==> config.mk <==
export PLATFORM = sky130hd
export DESIGN_NAME = window_flush_ctrl
export DESIGN_NICKNAME = d
export VERILOG_FILES = /design/src/rtl/window_flush_ctrl.sv
export SDC_FILE = /design/constraint.sdc
export NUM_CORES = 1
export LEC_CHECK = 0
export CAP_MARGIN = 20
export CORE_ASPECT_RATIO = 0.5
export CORE_MARGIN = 2
export CORE_UTILIZATION = 40
export CTS_CLUSTER_SIZE = 25
export DETAILED_ROUTE_END_ITERATION = 10
export GPL_ROUTABILITY_DRIVEN = 0
export PLACE_DENSITY_LB_ADDON = 0.1
export SYNTH_ARGS = -nofsm -noshare
export SYNTH_HDL_FRONTEND = slang
export SYNTH_SLANG_ARGS = --single-unit
==> constraint.sdc <==
create_clock -name clk -period 5.2 [get_ports clk]
set_input_delay 1.04 -clock clk [delete_from_list [all_inputs] [get_ports clk]]
set_output_delay 1.04 -clock clk [all_outputs]
set_load 0.005 [all_outputs]
==> src/rtl/window_flush_ctrl.sv <==
// Frame sequencer ahead of the line-buffer window generator: tracks raster
// position, then back-pressures upstream and injects pad lines to drain the window.
module window_flush_ctrl #(
  parameter int DATA_WIDTH    = 16,
  parameter int IMG_WIDTH     = 1920,
  parameter int IMG_HEIGHT    = 1080,
  parameter int WINDOWS_WIDTH = 3,
  parameter logic [DATA_WIDTH-1:0] PAD_VALUE = '0
) (
  input  logic                  clk,
  input  logic                  reset,
  input  logic [DATA_WIDTH-1:0] in_data,
  input  logic [7:0]            in_user,
  input  logic                  in_valid,
  output logic                  out_ready,
  output logic [DATA_WIDTH-1:0] win_data,
  output logic [7:0]            win_user,
  output logic                  win_valid,
  output logic [15:0]           x_cnt,
  output logic [15:0]           y_cnt,
  output logic                  frame_done,
  output logic                  sof_err
);

  localparam logic [1:0] S_IDLE  = 2'd0;
  localparam logic [1:0] S_PASS  = 2'd1;
  localparam logic [1:0] S_FLUSH = 2'd2;
  localparam logic [1:0] S_DONE  = 2'd3;

  localparam int unsigned FLUSH_LEN = (WINDOWS_WIDTH - 1) * IMG_WIDTH;
  localparam int          FCW       = $clog2(FLUSH_LEN + 1);
  localparam logic [FCW-1:0] FLUSH_LAST = FCW'(FLUSH_LEN - 1);
  localparam logic [15:0] X_LAST = 16'(IMG_WIDTH - 1);
  localparam logic [15:0] Y_LAST = 16'(IMG_HEIGHT - 1);

  logic [1:0]     state;
  logic [FCW-1:0] flush_cnt;
  logic [15:0]    nx, ny;
  logic           accept;

  assign out_ready = (state == S_IDLE) || (state == S_PASS);
  assign accept    = in_valid & out_ready;

  // Raster position of the pixel that follows the last forwarded one.
  always_comb begin
    nx = x_cnt + 16'd1;
    ny = y_cnt;
    if (x_cnt == X_LAST) begin
      nx = '0;
      ny = y_cnt + 16'd1;
    end
  end

  always_ff @(posedge clk) begin
    if (reset) begin
      state      <= S_IDLE;
      flush_cnt  <= '0;
      win_data   <= '0;
      win_user   <= '0;
      win_valid  <= 1'b0;
      x_cnt      <= '0;
      y_cnt      <= '0;
      frame_done <= 1'b0;
      sof_err    <= 1'b0;
    end else begin
      win_valid  <= 1'b0;
      frame_done <= 1'b0;
      case (state)
        S_IDLE: begin
          if (accept && in_user[0]) begin
            win_data  <= in_data;
            win_user  <= in_user;
            win_valid <= 1'b1;
            x_cnt     <= '0;
            y_cnt     <= '0;
            state     <= S_PASS;
          end
        end
        S_PASS: begin
          if (accept) begin
            win_data  <= in_data;
            win_user  <= in_user;
            win_valid <= 1'b1;
            // (0,0) is always consumed in IDLE, so any SOF seen here is mid-frame.
            if (in_user[0]) begin
              sof_err <= 1'b1;
              x_cnt   <= '0;
              y_cnt   <= '0;
            end else begin
              x_cnt <= nx;
              y_cnt <= ny;
              if (nx == X_LAST && ny == Y_LAST) begin
                flush_cnt <= '0;
                state     <= S_FLUSH;
              end
            end
          end
        end
        S_FLUSH: begin
          win_data  <= PAD_VALUE;
          win_user  <= '0;
          win_valid <= 1'b1;
          x_cnt     <= nx;
          y_cnt     <= ny;
          flush_cnt <= flush_cnt + 1'b1;
          if (flush_cnt == FLUSH_LAST) state <= S_DONE;
        end
        default: begin
          frame_done <= 1'b1;
          x_cnt      <= '0;
          y_cnt      <= '0;
          state      <= S_IDLE;
        end
      endcase
    end
  end

endmodule

Yosys cells after proc, flatten, opt, wreduce, memory -nomap -nowiden
Index checks and enable logic that the tools add are counted.
{"block": "word_totals", "ff_bits": 73, "latch_bits": 0, "ramBits": 0, "rom_bits": 0, "inputBits": 27, "out_inout_bits": 60, "mem_count": 0}
{"block": "classes", "n_addsub": 3, "n_mul": 0, "div_mod_pow": 0, "order_cmp": 0, "eq_ne": 11, "n_shift": 0, "muxes": 29, "bitwise": 1, "reduce_logical": 12}
{"cell": "$mux 16", "count": 9}
{"cell": "$pmux 16 s3", "count": 3}
{"cell": "$eq 16x11->1 const B", "count": 3}
{"cell": "$mux 12", "count": 3}
{"cell": "$add 16x1->16 const B", "count": 2}
{"cell": "$pmux 12 s2", "count": 1}
{"cell": "$pmux 8 s3", "count": 1}
{"cell": "$mux 8", "count": 2}
{"cell": "$add 12x1->12 const B", "count": 1}
{"cell": "$eq 12x12->1 const B", "count": 1}
{"cell": "$mux 2", "count": 5}
{"cell": "$ne 2x2->1 const B", "count": 3}
{"cell": "$pmux 2 s3", "count": 1}
{"cell": "$reduce_and 3->1", "count": 2}
{"cell": "$reduce_and 5->1", "count": 1}
{"cell": "$ne 2x1->1 const B", "count": 2}
{"cell": "$reduce_and 4->1", "count": 1}
{"cell": "$mux 1", "count": 3}
{"cell": "$pmux 1 s3", "count": 1}
{"cell": "$reduce_bool 3->1", "count": 1}
{"cell": "$reduce_or 3->1", "count": 1}
{"cell": "$eq 2x1->1 const B", "count": 1}
{"cell": "$eq 2x2->1 const B", "count": 1}
{"cell": "$logic_and 1x1->1", "count": 2}
{"cell": "5 further kinds", "count": 5}

Depth between registers and ports, before layout
{"block": "logic_depth", "word_depth": 8, "depth_mapped": 12}

Worst setup path before layout
Ideal clock, no wire load.
{"block": "synth_path", "kind": "register -> register", "start": "register x_cnt[1]", "end": "register flush_cnt[10]", "setup_ps": 84, "arrival_time_ps": 2958, "setup_slack_ps": 2158, "stages_incl_launch_ff": 10, "path_buffers": 1, "period_less_slack_ps": 3042, "path_cell_list": "dfxtp_1 ha_1 nand3_1 or4_1 xnor2_1 or4_1 nor4b_4 a31oi_1 buf_6 o31ai_2"}
{"block": "synth_between", "elab_chain_len": 6}
{"item": "start: declaration", "line": "19", "source": "output logic [15:0] x_cnt,"}
{"item": "start signal: assignment", "line": "90", "source": "x_cnt <= nx;"}
{"item": "start signal: assignment", "line": "103", "source": "x_cnt <= nx;"}
{"item": "$add 16x1->16 / $eq 16x11->1 (equally long branches)", "line": "46, 48"}
{"item": "$mux 16", "line": "48", "source": "if (x_cnt == X_LAST) begin"}
{"item": "$eq 16x11->1", "line": "92", "source": "if (nx == X_LAST && ny == Y_LAST) begin"}
{"item": "$logic_and 1x1->1 *", "line": "92"}
{"item": "$ne 2x1->1 (no line) *"}
{"item": "$reduce_and 4->1 (no line) *"}
{"item": "end signal: assignment", "line": "105", "source": "flush_cnt <= flush_cnt + 1'b1;"}
{"item": "end: declaration", "line": "37", "source": "logic [FCW-1:0] flush_cnt;"}
Every way passes the cells marked *; elsewhere a longest branch is shown, timed or not.
A chain may end at the register's enable or synchronous reset.

Final worst setup path
{"block": "layout_path", "start": "register x_cnt[0]", "end": "register flush_cnt[6]"}
The elaborated chain is that of the path after synthesis.

==> results by group <==
GRT
  – First-pass GRT wire length: 19300 um
  – Initial antenna violation count: 0
  – Vias in the first global route: 3727
  – Largest net degree at the start of global routing: 37
  – GRT Total Usage: 0.210
  – GR Overflow Total: 0

Clocking
  – TritonCTS buffer count: 9
  – CTS tree: yes
  – Num Clock Sinks: 73
  – Reg clk slew, reported paths: 60 ps
  – CTS resizes: 0
  – Hold buffers post-CTS: 0
  – Clk buf depth: 2
  – H-Tree Depth: 3
  – Clk Latency, worst-skew pair: 330 ps
  – Number of post-CTS setup repair buffers: 0
  – Clk root buf: clkbuf_16

Drt
  – Vias post-DR: 4205
  – Antenna viol nets, final: 0
  – Initial DRC count: 245
  – Vias per std cell: 5.65
  – DR WL/cell: 15.7 um
  – Initial DRT Pass Iterations: 4
  – Total detailed-routing wirelength: 11700 um
  – DRC: 0

Setup path
  – Worst r2r dst: flush_cnt[6]
  – CP dominant cell by count: and3_1
  – Critical Path, Cell by Cell: ha_1 -> and3_1 -> nand2_1 -> nor4_1 -> and3_1 -> a41oi_1 -> nor4b_4 -> a31oi_1 -> buf_4 -> o41ai_1
  – Critical path startpoint: x_cnt[0]
  – Critical path type: register to register
  – CP endpoint: flush_cnt[6]
  – Slowest cell on crit path: nor4_1
  – Reg-to-reg startpoint: x_cnt[0]
  – Worst Reg-to-Reg Cells: 10
  – Startpoint types: register
  – Crit path capture type: register
  – Worst-path fanout max: 12
  – CP peak stage delay: 560 ps
  – Required time of the critical path: 5430 ps
  – Worst EP arrival: 3910 ps
  – Reg2reg setup slack: 1520 ps

Power
  – Power density over cell area: 344 nW/um^2
  – P_int: 1250 uW
  – Combinational power share: 0.308
  – VDD IR max: 0.177 mV
  – Sw power: 595 uW
  – Clock power frac: 0.335
  – Total Power: 1840 uW
  – Switch share: 0.323
  – Lkg Pwr: 0.00179 uW
  – Seq pwr share: 0.357

Die
  – Initial Utilization: 0.409
  – Die height: 76.2 um
  – Core Area: 10200 sq um
  – Die ar.: 11300 sq um
  – Die Wd: 148 um
  – Number of placed I/O pins: 87
  – # rows: 26

Yosys
  – Post-synthesis mux area share: 0.00990
  – Fraction of registers with async set/reset: 0
  – Post-Synth Adder-Cell Area: 0.0210
  – Post-synth EDFFs: 0
  – Post-Syn Nets: 570
  – Compound-gate portion of the synthesized area: 0.230
  – Post-synthesis average cell area: 7.78 sq um
  – Yosys warnings: 0
  – Ranking of synthesized cells by area: dfxtp_1 35%, a21oi_1 6.2%, nand2_1 5.8%, o21ai_0 4.3%, nand3b_1 4.3%
  – Most common cell in the synthesized netlist: dfxtp_1
  – Main combinational cell family by area after synthesis: simple AND/OR/NAND/NOR gates
  – Cell taking the most area after synthesis: dfxtp_1
  – Cell variety after synth: 61
  – Number of synthesized register bits: 73
  – Synthesized instance count: 536
  – Register area share after synthesis: 0.351
  – Post-Synthesis Cell Area: 4170 sq um
  – Post-synth top area share: 0.351
  – Simple-Gate Fraction of Synth Area: 0.325
  – XOR/XNOR Fraction of Synth Area: 0.0105
  – Post-synth top cells: 73 x dfxtp_1, 64 x nand2_1, 52 x a21oi_1
  – Post-synth top flop: dfxtp_1

STA
  – Final setup TNS: 0 ps
  – RSZ-0062 raised after global routing: no
  – Fmax: 272 MHz
  – Fin Clk Skew: 6.34 ps
  – Fin crit period: 3680 ps
  – Relative max-transition margin: 0.340
  – Hold violation total from the final report: 0
  – Fin. max-slew vios: 0
  – Worst-Margin Slew: 990 ps
  – Final worst path period share: 0.707
  – Final setup fails: 0

Place
  – Port bufs: 86
  – Dpl hpwl: 8030 um

Finish
  – FF+latch area: 1460 sq um
  – Share of layout cells above drive strength 1: 0.0613
  – NumNets Final: 633
  – Antenna Cells: 0
  – Area Overhead vs Synth: 28.6%
  – Fillers: 970
  – Multi-input gate area: 2490 sq um

Worst hold path
  – Worst hold-check path type: register to register
  – Hold Path Cell Cnt: 2

Job
  – Max Cap Viol: 0

Run status
  – Status: finished, final reports clean
-- power by group through the flow --
stage                     clock network, uW  registers [uW]  logic (uW)
after floorplan                           0             673         325
after global placement                    0             668         568
after detailed placement                  0             669         570
after CTS                               638             657         572
after global routing                    663             666         634
final                                   618             657         568
-- cell families (layout without fill, tap and decap cells) --
kind of cell	Yosys count	count (layout)
AOI/OAI and AO/OA	150	150
xor gates and xnor gates	5	5
adders and majority gates	7	7
buffers and inverters	50	118
DFF	73	73
muxes	4	4
and+or+nand+nor	247	247
-- worst min-delay path by stage --
stage | start | to | slack (ps)
floorplan | flush_cnt[6] | flush_cnt[6] | 450
global placement | win_data[4] | win_data[4] | 440
detailed placement | win_user[2] | win_user[2] | 440
CTS | win_data[1] | win_data[1] | 450
global route | win_data[7] | win_data[7] | 470
finish | win_data[1] | win_data[1] | 450
-- metrics by stage --
step | instance area (sq um) | hold slack [ps] | setup slack (ps) | utilization | instances
global route | 5360 | 468 | 1160 | 0.527 | 744
floorplan | 4170 | 447 | 2160 | - | 536
global placement | 5060 | 439 | 1400 | 0.497 | 728
finish | 5360 | 448 | 1520 | 0.527 | 744
CTS | 5360 | 453 | 1540 | 0.527 | 744
detailed placement | 5060 | 444 | 1320 | 0.497 | 728
-- worst max-delay path: cells and delay by family, from the launching register on --
family          cells  cell delay [ps]
flops               1              530
simple gates        5             1720
buf+inv             1              230
compound gates      3              740
fa+ha+maj           1              340
-- routing by layer --
layer	track usage	vias to the layer above	routed length, um
met5	0	-	0
met3	0.0515	17	688
met1	0.296	1943	5850
met4	0.0552	0	148
li1	-	2107	-
met2	0.320	138	5030
-- cells in the final DEF, fill, tap and decap left out, drive strengths merged, types with 13 or more instances in the layout --
| cell type | netlist | layout |
|---|---|---|
| nor4 | 13 | 13 |
| nand3b | 24 | 24 |
| nand2 | 64 | 64 |
| o21ai | 39 | 39 |
| nor2 | 44 | 44 |
| dfxtp | 73 | 73 |
| nand3 | 17 | 17 |
| clkdlybuf4s50 | 0 | 85 |
| nor3 | 15 | 15 |
| a21oi | 52 | 52 |
| and3 | 14 | 14 |
-- registers in the layout, indices dropped and copies added (netlist names) --
name and count:
flush_cnt 12, frame_done 1, sof_err 1, state 2, win_data 16, win_user 8, win_valid 1, x_cnt 16
y_cnt 16
-- area by class of cell --
type / count / share of cell area
Inverter: 9 / 0.00630
Tap cell: 140 / 0.0327
Sequential cell: 73 / 0.273
Timing Repair Buffer: 93 / 0.169
Multi-Input combinational cell: 413 / 0.464
Clock inverter: 6 / 0.0126
Clock buffer: 10 / 0.0427
(Power assumes the default switching activity.)
